<file path="src/rtl/normaliza_flt_pkg.sv">
// rtl/normaliza_flt_pkg.sv - shared constants and FSM encoding for the float normaliser
package normaliza_flt_pkg;

    localparam int EXP_W   = 10;
    localparam int MANT_W  = 28;
    localparam int BIAS    = 127;
    localparam int EXP_MAX = 255;

    // Two guard bits keep carry/shift excursions of a 10-bit exponent from wrapping.
    localparam int EXP_IW = EXP_W + 2;

    localparam logic signed [EXP_IW-1:0] EXP_ONE   = EXP_IW'(1);
    localparam logic signed [EXP_IW-1:0] EXP_ZERO  = '0;
    localparam logic signed [EXP_IW-1:0] EXP_MAX_S = EXP_IW'(EXP_MAX);

    typedef enum logic [2:0] {
        ST_IDLE,
        ST_CHECK,
        ST_SHIFT_L,
        ST_ROUND,
        ST_DONE
    } state_t;

endpackage

</file>
<file path="src/rtl/normaliza_flt_arredonda_rne.sv">
// rtl/normaliza_flt_arredonda_rne.sv - combinational round-to-nearest-even of a normalised mantissa
module arredonda_rne
    import normaliza_flt_pkg::*;
(
    input  logic [MANT_W-2:0] mant,
    output logic              carry,
    output logic [22:0]       frac,
    output logic              inexact
);

    logic        lsb;
    logic        g;
    logic        st;
    logic        inc;
    logic [24:0] sum;
    logic        unused_hidden;

    assign lsb = mant[3];
    assign g   = mant[2];
    assign st  = mant[1] | mant[0];
    assign inc = g & (st | lsb);

    assign sum     = {1'b0, mant[26:3]} + {24'd0, inc};
    assign carry   = sum[24];
    assign frac    = sum[22:0];
    assign inexact = g | st;

    // Hidden bit is implied by normalisation; only the carry and fraction matter.
    assign unused_hidden = sum[23];

endmodule

</file>
<file path="src/rtl/normaliza_flt.sv">
// rtl/normaliza_flt.sv - multi-cycle normalise/round/pack of a raw mantissa into IEEE-754 single
module normaliza_flt
    import normaliza_flt_pkg::*;
(
    input  logic              clk,
    input  logic              rst_n,
    input  logic              start,
    input  logic              sinal_in,
    input  logic [EXP_W-1:0]  exp_in,
    input  logic [MANT_W-1:0] mant_in,
    output logic [31:0]       s,
    output logic              finish,
    output logic              busy,
    output logic              overflow,
    output logic              underflow,
    output logic              inexact
);

    state_t                    state_q, state_d;
    logic                      sign_q, sign_d;
    logic signed [EXP_IW-1:0]  exp_q, exp_d;
    logic [MANT_W-1:0]         mant_q, mant_d;
    logic [31:0]               s_q, s_d;
    logic                      finish_q, finish_d;
    logic                      ovf_q, ovf_d;
    logic                      unf_q, unf_d;
    logic                      inx_q, inx_d;

    logic                      rnd_carry;
    logic [22:0]               rnd_frac;
    logic                      rnd_inexact;
    logic signed [EXP_IW-1:0]  exp_r;

    arredonda_rne u_rne (
        .mant    (mant_q[MANT_W-2:0]),
        .carry   (rnd_carry),
        .frac    (rnd_frac),
        .inexact (rnd_inexact)
    );

    assign exp_r = exp_q + {{(EXP_IW-1){1'b0}}, rnd_carry};

    always_comb begin
        state_d  = state_q;
        sign_d   = sign_q;
        exp_d    = exp_q;
        mant_d   = mant_q;
        s_d      = s_q;
        finish_d = 1'b0;
        ovf_d    = ovf_q;
        unf_d    = unf_q;
        inx_d    = inx_q;
        case (state_q)
            ST_IDLE: begin
                if (start) begin
                    sign_d  = sinal_in;
                    exp_d   = {{(EXP_IW-EXP_W){exp_in[EXP_W-1]}}, exp_in};
                    mant_d  = mant_in;
                    ovf_d   = 1'b0;
                    unf_d   = 1'b0;
                    inx_d   = 1'b0;
                    state_d = ST_CHECK;
                end
            end
            ST_CHECK: begin
                if (mant_q == '0) begin
                    s_d     = {sign_q, 31'b0};
                    state_d = ST_DONE;
                end else if (mant_q[27]) begin
                    // Fold the dropped bit into sticky so rounding still sees it.
                    mant_d  = {1'b0, mant_q[27:2], mant_q[1] | mant_q[0]};
                    exp_d   = exp_q + EXP_ONE;
                    state_d = ST_ROUND;
                end else if (mant_q[26]) begin
                    state_d = ST_ROUND;
                end else begin
                    state_d = ST_SHIFT_L;
                end
            end
            ST_SHIFT_L: begin
                mant_d = {mant_q[MANT_W-2:0], 1'b0};
                exp_d  = exp_q - EXP_ONE;
                if (mant_q[25]) begin
                    state_d = ST_ROUND;
                end
            end
            ST_ROUND: begin
                if (exp_r >= EXP_MAX_S) begin
                    s_d   = {sign_q, 8'hFF, 23'b0};
                    ovf_d = 1'b1;
                    inx_d = 1'b1;
                end else if (exp_r <= EXP_ZERO) begin
                    s_d   = {sign_q, 31'b0};
                    unf_d = 1'b1;
                    inx_d = 1'b1;
                end else begin
                    s_d   = {sign_q, exp_r[7:0], rnd_frac};
                    inx_d = rnd_inexact;
                end
                state_d = ST_DONE;
            end
            ST_DONE: begin
                finish_d = 1'b1;
                state_d  = ST_IDLE;
            end
            default: begin
                state_d = ST_IDLE;
            end
        endcase
    end

    always_ff @(posedge clk or negedge rst_n) begin
        if (!rst_n) begin
            state_q  <= ST_IDLE;
            sign_q   <= 1'b0;
            exp_q    <= '0;
            mant_q   <= '0;
            s_q      <= '0;
            finish_q <= 1'b0;
            ovf_q    <= 1'b0;
            unf_q    <= 1'b0;
            inx_q    <= 1'b0;
        end else begin
            state_q  <= state_d;
            sign_q   <= sign_d;
            exp_q    <= exp_d;
            mant_q   <= mant_d;
            s_q      <= s_d;
            finish_q <= finish_d;
            ovf_q    <= ovf_d;
            unf_q    <= unf_d;
            inx_q    <= inx_d;
        end
    end

    assign s         = s_q;
    assign finish    = finish_q;
    assign busy      = (state_q != ST_IDLE);
    assign overflow  = ovf_q;
    assign underflow = unf_q;
    assign inexact   = inx_q;

endmodule

</file>
<file path="config.mk">
export PLATFORM = sky130hd
export DESIGN_NAME = normaliza_flt
export DESIGN_NICKNAME = d
export VERILOG_FILES = /design/src/rtl/normaliza_flt_pkg.sv /design/src/rtl/normaliza_flt_arredonda_rne.sv /design/src/rtl/normaliza_flt.sv
export SDC_FILE = /design/constraint.sdc
export NUM_CORES = 1
export LEC_CHECK = 0
export BUFFER_PORTS_ARGS = -buffer_cell sky130_fd_sc_hd__buf_4
export CORE_ASPECT_RATIO = 1.75
export CORE_MARGIN = 2
export CORE_UTILIZATION = 62
export DETAILED_ROUTE_END_ITERATION = 10
export GPL_TIMING_DRIVEN = 0
export PLACE_DENSITY = 0.95
export RECOVER_POWER = 100
export SLEW_MARGIN = 15
export SYNTH_ARGS = -nofsm -noshare
export SYNTH_HDL_FRONTEND = slang
export SYNTH_SLANG_ARGS = --single-unit
</file>
<file path="constraint.sdc">
create_clock -name clk -period 5.1 [get_ports clk]
set_clock_uncertainty 0.15 [all_clocks]
set_input_delay 1.02 -clock clk [delete_from_list [all_inputs] [get_ports clk]]
set_output_delay 1.02 -clock clk [all_outputs]
set_load 0.05 [all_outputs]
</file>
==> impl_table.tex, run 1 <==
\begin{tabular}{lr}
\hline
Metric & Value \\
\hline
\multicolumn{2}{l}{\textbf{Logic synthesis}} \\
\quad Number of nets in the synthesized netlist & 608 \\
\quad Dominant cell by count in the synthesized netlist & sky130\_fd\_sc\_hd\_\_nand2\_1 \\
\quad Post-synthesis sequential area ratio & 39.83\% \\
\quad Combinational family with the most area after synthesis & compound AO/OA/AOI/OAI gates \\
\quad Area leader, netlist & sky130\_fd\_sc\_hd\_\_dfrtp\_1 \\
\quad Average instance area after synthesis & about 9.1 um\^{}2 \\
\quad Fraction of the mapped netlist area in compound gates & 25.94\% \\
\quad Number of instances in the synthesized netlist & approximately 550 \\
\quad Total of flip-flops plus latches after synthesis & 80 \\
\quad Post-synth cell types & 63 \\
\quad Cell types with the highest counts after synthesis & sky130\_fd\_sc\_hd\_\_nand2\_1, sky130\_fd\_sc\_hd\_\_dfrtp\_1, sky130\_fd\_sc\_hd\_\_o21ai\_0, sky130\_fd\_sc\_hd\_\_o22a\_1, sky130\_fd\_sc\_hd\_\_o22ai\_1 \\
\quad Count of flip-flops with a built-in enable after synthesis & 0 \\
\quad Top\_reg\_cell synth & sky130\_fd\_sc\_hd\_\_dfrtp\_1 \\
\quad Cells taking the most area after synthesis & sky130\_fd\_sc\_hd\_\_dfrtp\_1, sky130\_fd\_sc\_hd\_\_nand2\_1, sky130\_fd\_sc\_hd\_\_o22a\_1 \\
\quad Synthesized-area fraction occupied by adder cells & 3.635\% \\
\quad Simple logic cell fraction of the synthesized area & 16.93\% \\
\quad Syn. warnings & 0 \\
\quad Mux cell area share after synthesis & under 10\% \\
\quad Area share of the largest cell type after synthesis & 39.83\% \\
\quad Async SR Flop Fraction & between 90\% and 100\% \\
\quad Synth Area in XOR/XNOR & between 6 and 7\% \\
\quad Summed instance area of the synthesized netlist & 5026 um\^{}2 \\
\multicolumn{2}{l}{\textbf{Floorplanning}} \\
\quad Floorplan core area & roughly 7900 um\^{}2 \\
\quad Effective utilization at floorplan & between 60\% and 70\% \\
\quad Number of rows created at floorplan & 43 \\
\quad Die Outline Area & about 9000 um\^{}2 \\
\quad Chip Height & 123.1 um \\
\quad Count of pins on the block boundary & 79 \\
\quad Width of the chip & roughly 70 um \\
\multicolumn{2}{l}{\textbf{Global route}} \\
\quad Pin count of the biggest net entering global routing & 81 \\
\quad Number of antenna violations at the first check in global routing & 0 \\
\quad Vias in the first global route & 4767 \\
\quad Global-route usage over all layers & between 30\% and 40\% \\
\quad GRT Residual Overflow & 0 \\
\quad First-pass GRT wire length & 22740 um \\
\multicolumn{2}{l}{\textbf{Place}} \\
\quad Final weighted congestion in routability-driven placement & just over 0.9 \\
\quad Total of buffers placed on input and output ports & a little under 80 \\
\quad Placed wire-length estimate after detailed placement & around 10000 um \\
\quad Instance count after placement with tap cells included & 720 \\
\multicolumn{2}{l}{\textbf{Detailed routing}} \\
\quad Metal-1 WL & 4972 um \\
\quad Total DRC errors in the routed layout & 0 \\
\quad DRT antenna net count & 0 \\
\quad Total met3 wirelength after detailed routing & approximately 830 um \\
\quad Top routing layer in use & met4 \\
\quad Routed length on met2 & 7498 um \\
\quad Avg Vias per Cell & 6.574 \\
\quad Pre-antenna DRT Iters & 6 \\
\quad Post-detailed-route wirelength per cell & 19.07 um \\
\quad Number of design-rule violations left by the first detailed-router iteration & 549 \\
\quad DRT Wirelength & 14020 um \\
\quad Number of vias after detailed routing & 4832 \\
\multicolumn{2}{l}{\textbf{Worst setup path}} \\
\quad Setup Crit Path Kind & register to register \\
\quad Kind of start point of the critical path & register \\
\quad Worst endpoint required time & roughly 5200 ps \\
\quad Cell repeated most along the worst path & sky130\_fd\_sc\_hd\_\_ha\_1 \\
\quad Maximum net fanout on the critical path & 9 \\
\quad Crit path DAT & 4630 ps \\
\quad Kind of cell adding the most delay to the critical path & simple AND/OR/NAND/NOR gates \\
\quad Kind of end point of the critical path & register \\
\quad Slowest Stage Delay on Critical Path & approximately 760 ps \\
\quad Reg-to-reg slack, setup & 590 ps \\
\quad Buffers and inverters on the worst path & 0 \\
\quad Library cell contributing the largest single delay on the critical path & sky130\_fd\_sc\_hd\_\_nor3\_1 \\
\quad Cells along the critical path & and2\_0 > ha\_1 > nand3\_1 > nor3\_1 > and4\_1 > ha\_1 > ha\_1 > and4\_1 > nand2\_1 > xnor2\_1 > a32oi\_4 > nor3\_2 > a221o\_1 \\
\multicolumn{2}{l}{\textbf{Cells and area}} \\
\quad Share of final-layout standard cells stronger than drive strength 1 & around 13\% \\
\quad Layout Cells excl Fill & 735 \\
\quad Fraction of the core area covered by cells at the end of the flow & 72.74\% \\
\quad Fin nets & 697 \\
\quad Antenna cell count & 0 \\
\quad Area Growth Syn to Fin & 14.46\% \\
\quad Number of inserted filler cells in the final layout & 612 \\
\multicolumn{2}{l}{\textbf{Clocking}} \\
\quad Resized Gates After CTS & 0 \\
\quad Number of setup buffers added after CTS & 0 \\
\quad Maximum clock path buffer count & 2 \\
\quad Hold buffer count at cts & 0 \\
\quad Num CTS Buffers & 9 \\
\quad Clock Pin Slew Worst Setup and Hold Paths & 60 ps \\
\quad Root buffer cell & sky130\_fd\_sc\_hd\_\_clkbuf\_16 \\
\quad Number of H-tree levels & 3 \\
\quad TritonCTS clock tree & built \\
\quad Worst skew pair latency & 340 ps \\
\quad Number of sinks driven by the clock tree & 80 \\
\multicolumn{2}{l}{\textbf{STA}} \\
\quad Final setup violation count & 0 \\
\quad Tightest Pin Transition & 1987 ps \\
\quad Upper clock frequency limit & 221.8 MHz \\
\quad Tightest slew margin relative to the limit & -32.44\% \\
\quad Hold Vio Cnt, Final & 0 \\
\quad RSZ-0062 raised after global routing & false \\
\quad Fraction of the cycle the final worst path needs & 88.41\% \\
\quad Final worst path period need & 4509 ps \\
\quad Final-report max-slew violation count & 81 \\
\quad Total negative slack & 0 ps \\
\multicolumn{2}{l}{\textbf{Flow run}} \\
\quad Count of maximum capacitance violations & 1 \\
\multicolumn{2}{l}{\textbf{Power and ir drop}} \\
\quad VDD IR max & 0.5305 mV \\
\quad Leakage power summed over all cells & 0.002476 uW \\
\quad Power density over the cells & 812.2 nW/um\^{}2 \\
\multicolumn{2}{l}{\textbf{Hold path}} \\
\quad Worst min-delay path class & register to register \\
\multicolumn{2}{l}{\textbf{Run status}} \\
\quad Violated checks & capacitance limit, slew limit \\
\quad Run status & finished, violations left \\
\hline
\end{tabular}
[worst paths after layout]
path	from	endpoint	depth (start not counted)
max	mant_q[3]	s[30]	13
min	s[21]	s[21]	2
max reg2reg	mant_q[3]	s[30]	13
min reg2reg	s[21]	s[21]	2
max in group asynchronous	rst_n	s[29]	1
min in group asynchronous	rst_n	s[9]	1
[state kept, by name, indices dropped and copies added (netlist names)]
| name | count |
|---|---|
| exp_q | 12 |
| finish | 1 |
| inexact | 1 |
| mant_q | 28 |
| overflow | 1 |
| s | 32 |
| sign_q | 1 |
| state_q | 3 |
| underflow | 1 |
[final cells by class]
cell class	count	area [um^2]	area share [%]
Tap cell	90	112.6	1.957
Sequential cell	80	2002	34.80
Clock inverter	4	22.52	0.3915
Timing Repair Buffer	78	444.2	7.721
Inverter	8	30.03	0.5220
Buffer	47	231.5	4.023
Clock buffer	11	232.7	4.045
Multi-Input combinational cell	417	2678	46.54
[power by group]
part	internal (uW)	switching (uW)	total (uW)
clock	324	252	576
combinational	968	1920	2890
sequential	945	265	1210
total	2240	2440	4670
[cells by family after synthesis]
family / after synthesis
AND/OR/NAND/NOR: 174
multiplexers: 10
flip-flops: 80
AO/OA/AOI/OAI: 185
buffers and inverters: 55
XOR/XNOR: 34
adder cells (fa/ha/maj): 14
[through the flow]
stage	hold WS (ps)	setup WS, ps	power, uW	area [um^2]
final	323.5	591.1	4673	5753
after global routing	355.0	214.1	4965	5753
after CTS	330.7	804.5	4814	5979
after detailed placement	318.0	898.3	4222	5724
after global placement	312.7	1028	4093	5724
after floorplan	325.0	1643	3427	5026
[routing by layer]
metal | track usage (%) | vias to the layer above
met5 | 0 | -
li1 | - | 2206
met3 | 5.623 | 66
met2 | 60.09 | 271
met1 | 35.92 | 2289
met4 | 16.86 | 0
[placed cells by master, fill, tap and decap left out, types with 15 or more instances in the layout]
| cell | count |
|---|---|
| sky130_fd_sc_hd__a21oi_1 | 18 |
| sky130_fd_sc_hd__buf_4 | 42 |
| sky130_fd_sc_hd__clkbuf_1 | 67 |
| sky130_fd_sc_hd__dfrtp_1 | 80 |
| sky130_fd_sc_hd__nand2_1 | 84 |
| sky130_fd_sc_hd__nor2_1 | 24 |
| sky130_fd_sc_hd__o21ai_0 | 66 |
| sky130_fd_sc_hd__o22a_1 | 26 |
| sky130_fd_sc_hd__o22ai_1 | 26 |
| sky130_fd_sc_hd__xnor2_1 | 15 |
| sky130_fd_sc_hd__xor2_1 | 18 |
[worst reg2reg max path: stages (launching register included)]
cell,delay (ps)
sky130_fd_sc_hd__dfrtp_1,490
sky130_fd_sc_hd__and2_0,200
sky130_fd_sc_hd__ha_1,190
sky130_fd_sc_hd__nand3_1,170
sky130_fd_sc_hd__nor3_1,760
sky130_fd_sc_hd__and4_1,340
sky130_fd_sc_hd__ha_1,240
sky130_fd_sc_hd__ha_1,270
sky130_fd_sc_hd__and4_1,310
sky130_fd_sc_hd__nand2_1,100
sky130_fd_sc_hd__xnor2_1,340
sky130_fd_sc_hd__a32oi_4,210
sky130_fd_sc_hd__nor3_2,470
sky130_fd_sc_hd__a221o_1,210
No activity file was read; power rests on OpenSTA's default activity.
==> run 2: changes to the inputs <==
Settings changed: CORE_ASPECT_RATIO 1.75 to unset, SYNTH_HIERARCHICAL set to 1.
Clock period 5.1 ns to 5.7 ns, I/O delays scaled along.
==> run 2 against run 1 <==
  * The run still ends with capacitance limit, slew limit left
  * Cell count decreased by 1.1%
  * Highest routed layer unchanged
  * Critical path depth increased by 2
  * Synthesized area decreased by 3.3%
  * Synthesized cell count decreased by 3.8%
  * Routed wire length decreased by 6.6%
  * Die area decreased by 3.4%
  * Design area decreased by 2.9%
  * First-iteration DRC count decreased by 21%
  * Largest power group unchanged
  * Non-clock buffer count decreased by 16
  * Critical path type unchanged
  * Clock power decreased by 32%
==> impl_table.tex, run 2 <==
\begin{tabular}{lr}
\hline
Metric & Value \\
\hline
\multicolumn{2}{l}{\textbf{Run status}} \\
\quad Run status & finished, violations left \\
\quad Violated checks & capacitance limit, slew limit \\
\multicolumn{2}{l}{\textbf{Logic synthesis}} \\
\quad Cell types with the highest counts after synthesis & sky130\_fd\_sc\_hd\_\_dfrtp\_1, sky130\_fd\_sc\_hd\_\_nand2\_1, sky130\_fd\_sc\_hd\_\_nor2\_1, sky130\_fd\_sc\_hd\_\_a31oi\_1, sky130\_fd\_sc\_hd\_\_a22oi\_1 \\
\quad Post-synth cell types & slightly above 60 \\
\quad Number of nets in the synthesized netlist & 587 \\
\quad Top\_reg\_cell synth & sky130\_fd\_sc\_hd\_\_dfrtp\_1 \\
\quad Post-synthesis sequential area ratio & 41.17\% \\
\quad Async SR Flop Fraction & 100.0\% \\
\quad Area leader, netlist & sky130\_fd\_sc\_hd\_\_dfrtp\_1 \\
\quad Dominant cell by count in the synthesized netlist & sky130\_fd\_sc\_hd\_\_dfrtp\_1 \\
\quad Total of flip-flops plus latches after synthesis & 80 \\
\quad Syn. warnings & 6 \\
\quad Number of instances in the synthesized netlist & 531 \\
\quad Summed instance area of the synthesized netlist & 4862 um\^{}2 \\
\quad Count of flip-flops with a built-in enable after synthesis & 0 \\
\quad Cells taking the most area after synthesis & sky130\_fd\_sc\_hd\_\_dfrtp\_1, sky130\_fd\_sc\_hd\_\_nand2\_1, sky130\_fd\_sc\_hd\_\_a22oi\_1 \\
\quad Area share of the largest cell type after synthesis & about 41\% \\
\quad Average instance area after synthesis & 9.157 um\^{}2 \\
\multicolumn{2}{l}{\textbf{STA}} \\
\quad RSZ-0062 raised after global routing & false \\
\quad Upper clock frequency limit & 205.0 MHz \\
\quad Fraction of the cycle the final worst path needs & 85.57\% \\
\quad Tightest slew margin relative to the limit & -33.64\% \\
\quad Final setup violation count & 0 \\
\quad Final-report max-slew violation count & 81 \\
\quad Hold Vio Cnt, Final & 0 \\
\quad Tightest Pin Transition & 2005 ps \\
\quad Final worst path period need & 4878 ps \\
\quad Total negative slack & 0 ps \\
\multicolumn{2}{l}{\textbf{Power and ir drop}} \\
\quad Power density over the cells & between 600 and 700 nW/um\^{}2 \\
\quad Leakage power summed over all cells & 0.002376 uW \\
\quad VDD IR max & roughly 0.35 mV \\
\quad Design Power & 3824 uW \\
\multicolumn{2}{l}{\textbf{Detailed routing}} \\
\quad DRT antenna net count & 0 \\
\quad Routed length on met2 & 6101 um \\
\quad Total met3 wirelength after detailed routing & 1102 um \\
\quad Number of vias after detailed routing & 4678 \\
\quad Pre-antenna DRT Iters & 5 \\
\quad Avg Vias per Cell & 6.435 \\
\quad Top routing layer in use & met4 \\
\quad Post-detailed-route wirelength per cell & roughly 18 um \\
\quad Total DRC errors in the routed layout & 0 \\
\quad Number of design-rule violations left by the first detailed-router iteration & 435 \\
\quad DRT Wirelength & 13090 um \\
\quad Metal-1 WL & 5508 um \\
\multicolumn{2}{l}{\textbf{Cells and area}} \\
\quad Top library cells by usage in the layout, fill and taps aside & sky130\_fd\_sc\_hd\_\_dfrtp\_1, sky130\_fd\_sc\_hd\_\_clkbuf\_1, sky130\_fd\_sc\_hd\_\_nand2\_1 \\
\quad Antenna cell count & 0 \\
\quad Number of flip-flops under the largest register name & 32 \\
\quad Most frequent standard cell in the layout excluding fill and tap cells & sky130\_fd\_sc\_hd\_\_dfrtp\_1 \\
\quad Fin nets & around 680 \\
\quad Fraction of the core area covered by cells at the end of the flow & 73.02\% \\
\quad Share of final-layout standard cells stronger than drive strength 1 & a little over an eighth \\
\quad Area Growth Syn to Fin & 14.85\% \\
\multicolumn{2}{l}{\textbf{Clocking}} \\
\quad Resized Gates After CTS & 0 \\
\quad Number of sinks driven by the clock tree & 80 \\
\quad Number of setup buffers added after CTS & 0 \\
\quad Num CTS Buffers & 9 \\
\quad Hold buffer count at cts & 0 \\
\quad Root buffer cell & sky130\_fd\_sc\_hd\_\_clkbuf\_8 \\
\quad TritonCTS clock tree & built \\
\quad Clock Pin Slew Worst Setup and Hold Paths & approximately 100 ps \\
\quad Worst skew pair latency & 360 ps \\
\quad Number of H-tree levels & 3 \\
\quad Maximum clock path buffer count & 2 \\
\multicolumn{2}{l}{\textbf{Place}} \\
\quad Final weighted congestion in routability-driven placement & 0.9104 \\
\quad Total of buffers placed on input and output ports & 78 \\
\quad Placed wire-length estimate after detailed placement & 9426 um \\
\multicolumn{2}{l}{\textbf{Global route}} \\
\quad Pin count of the biggest net entering global routing & slightly above 80 \\
\quad Vias in the first global route & between 4000 and 5000 \\
\quad Global-route usage over all layers & 31.54\% \\
\quad First-pass GRT wire length & roughly 22000 um \\
\quad Number of antenna violations at the first check in global routing & 0 \\
\quad GRT Residual Overflow & 0 \\
\multicolumn{2}{l}{\textbf{Floorplanning}} \\
\quad Number of rows created at floorplan & 32 \\
\quad Effective utilization at floorplan & between 60\% and 70\% \\
\quad Count of pins on the block boundary & 79 \\
\quad Floorplan core area & 7647 um\^{}2 \\
\quad Chip Height & slightly above 90 um \\
\quad Width of the chip & 92.56 um \\
\quad Die Outline Area & roughly 8600 um\^{}2 \\
\multicolumn{2}{l}{\textbf{Worst setup path}} \\
\quad Kind of end point of the critical path & register \\
\quad Reg-to-reg slack, setup & around 820 ps \\
\quad Setup Crit Path Kind & register to register \\
\quad Kind of start point of the critical path & register \\
\quad Crit path DAT & between 5000 and 6000 ps \\
\quad Maximum net fanout on the critical path & 10 \\
\quad Number of cells on the worst reg-to-reg path & 15 \\
\quad Worst endpoint required time & between 5000 and 6000 ps \\
\multicolumn{2}{l}{\textbf{Hold path}} \\
\quad Worst min-delay path class & register to register \\
\quad Instance count along the most critical hold path & 2 \\
\multicolumn{2}{l}{\textbf{Flow run}} \\
\quad Count of maximum capacitance violations & 1 \\
\hline
\end{tabular}
[run 2: cell count changes after synthesis, sizes merged, moves of 15 or more]
| cell | delta |
|---|---|
| a22o | +23 |
| buf | -15 |
| o21ai | -53 |
| nand2 | -20 |
| a31oi | +27 |
| o22a | -26 |
| nor2 | +25 |
| o22ai | -25 |
| a22oi | +25 |
[run 2: layer usage]
layer	GRT usage, %	vias up
li1	-	2152
met1	43.20	2224
met2	50.12	257
met3	6.184	45
met4	11.57	0
met5	0	-
[run 2: cell type report]
class / instances / area [um^2]
fillers: 591 / 2063
clock buffers: 9 / 123.9
clock inverters: 7 / 53.80
inverters: 11 / 41.29
repair buffers: 78 / 440.4
multi-input cells: 409 / 2660
plain buffers: 31 / 135.1
flip-flops and latches: 80 / 2002
well taps: 102 / 127.6
[run 2: path summary, 6_finish.rpt]
check | startpoint | to
worst min register to register | s[24] | s[24]
worst max register to register | mant_q[2] | s[14]
max in group asynchronous | rst_n | s[26]
worst max-delay path | mant_q[2] | s[14]
worst min-delay path | s[24] | s[24]
min in group asynchronous | rst_n | exp_q[4]
[run 2: kinds of logic (layout without fill, tap and decap cells)]
group                      after synthesis  after routing  share of synthesized area (%)
and+or+nand+nor                        200            200                          21.59
muxes                                    5              5                          1.081
buffers and inverters                   42            136                          3.628
DFF                                     80             80                          41.17
adders and majority gates               14             14                          3.757
AOI/OAI and AO/OA                      154            154                          22.29
xor gates and xnor gates                36             36                          6.485
[run 2: per-stage QoR]
| step | hold WS [ps] | worst slack [ps] | cells | instance area [um^2] |
|---|---|---|---|---|
| finish | 337.3 | 822.4 | 727 | 5584 |
| global route | 366.9 | 618.7 | 727 | 5584 |
| global placement | 316.5 | 1494 | 711 | 5575 |
| floorplan | 325.0 | 2073 | 531 | 4862 |
| detailed placement | 327.1 | 1409 | 711 | 5575 |
| CTS | 345.1 | 1282 | 727 | 5753 |
[run 2: critical path, stage by stage, from the launching register on]
cell,delay [ps]
sky130_fd_sc_hd__dfrtp_1,520
sky130_fd_sc_hd__and2_0,220
sky130_fd_sc_hd__ha_1,240
sky130_fd_sc_hd__nand4_1,290
sky130_fd_sc_hd__nor4_1,410
sky130_fd_sc_hd__nand3_1,190
sky130_fd_sc_hd__nor2_1,160
sky130_fd_sc_hd__ha_1,280
sky130_fd_sc_hd__nand3_4,140
sky130_fd_sc_hd__nor4_1,390
sky130_fd_sc_hd__xor2_1,150
sky130_fd_sc_hd__or3_1,330
sky130_fd_sc_hd__clkbuf_1,180
sky130_fd_sc_hd__nor4b_2,790
sky130_fd_sc_hd__buf_6,230
sky130_fd_sc_hd__a22o_1,150
[run 2: report_power, final]
part / switching (uW) / internal [uW] / leakage [uW]
Clock: 228 / 162 / 0.0000827
Sequential: 373 / 827 / 0.000987
Combinational: 1470 / 759 / 0.00131
Total: 2080 / 1750 / 0.00238
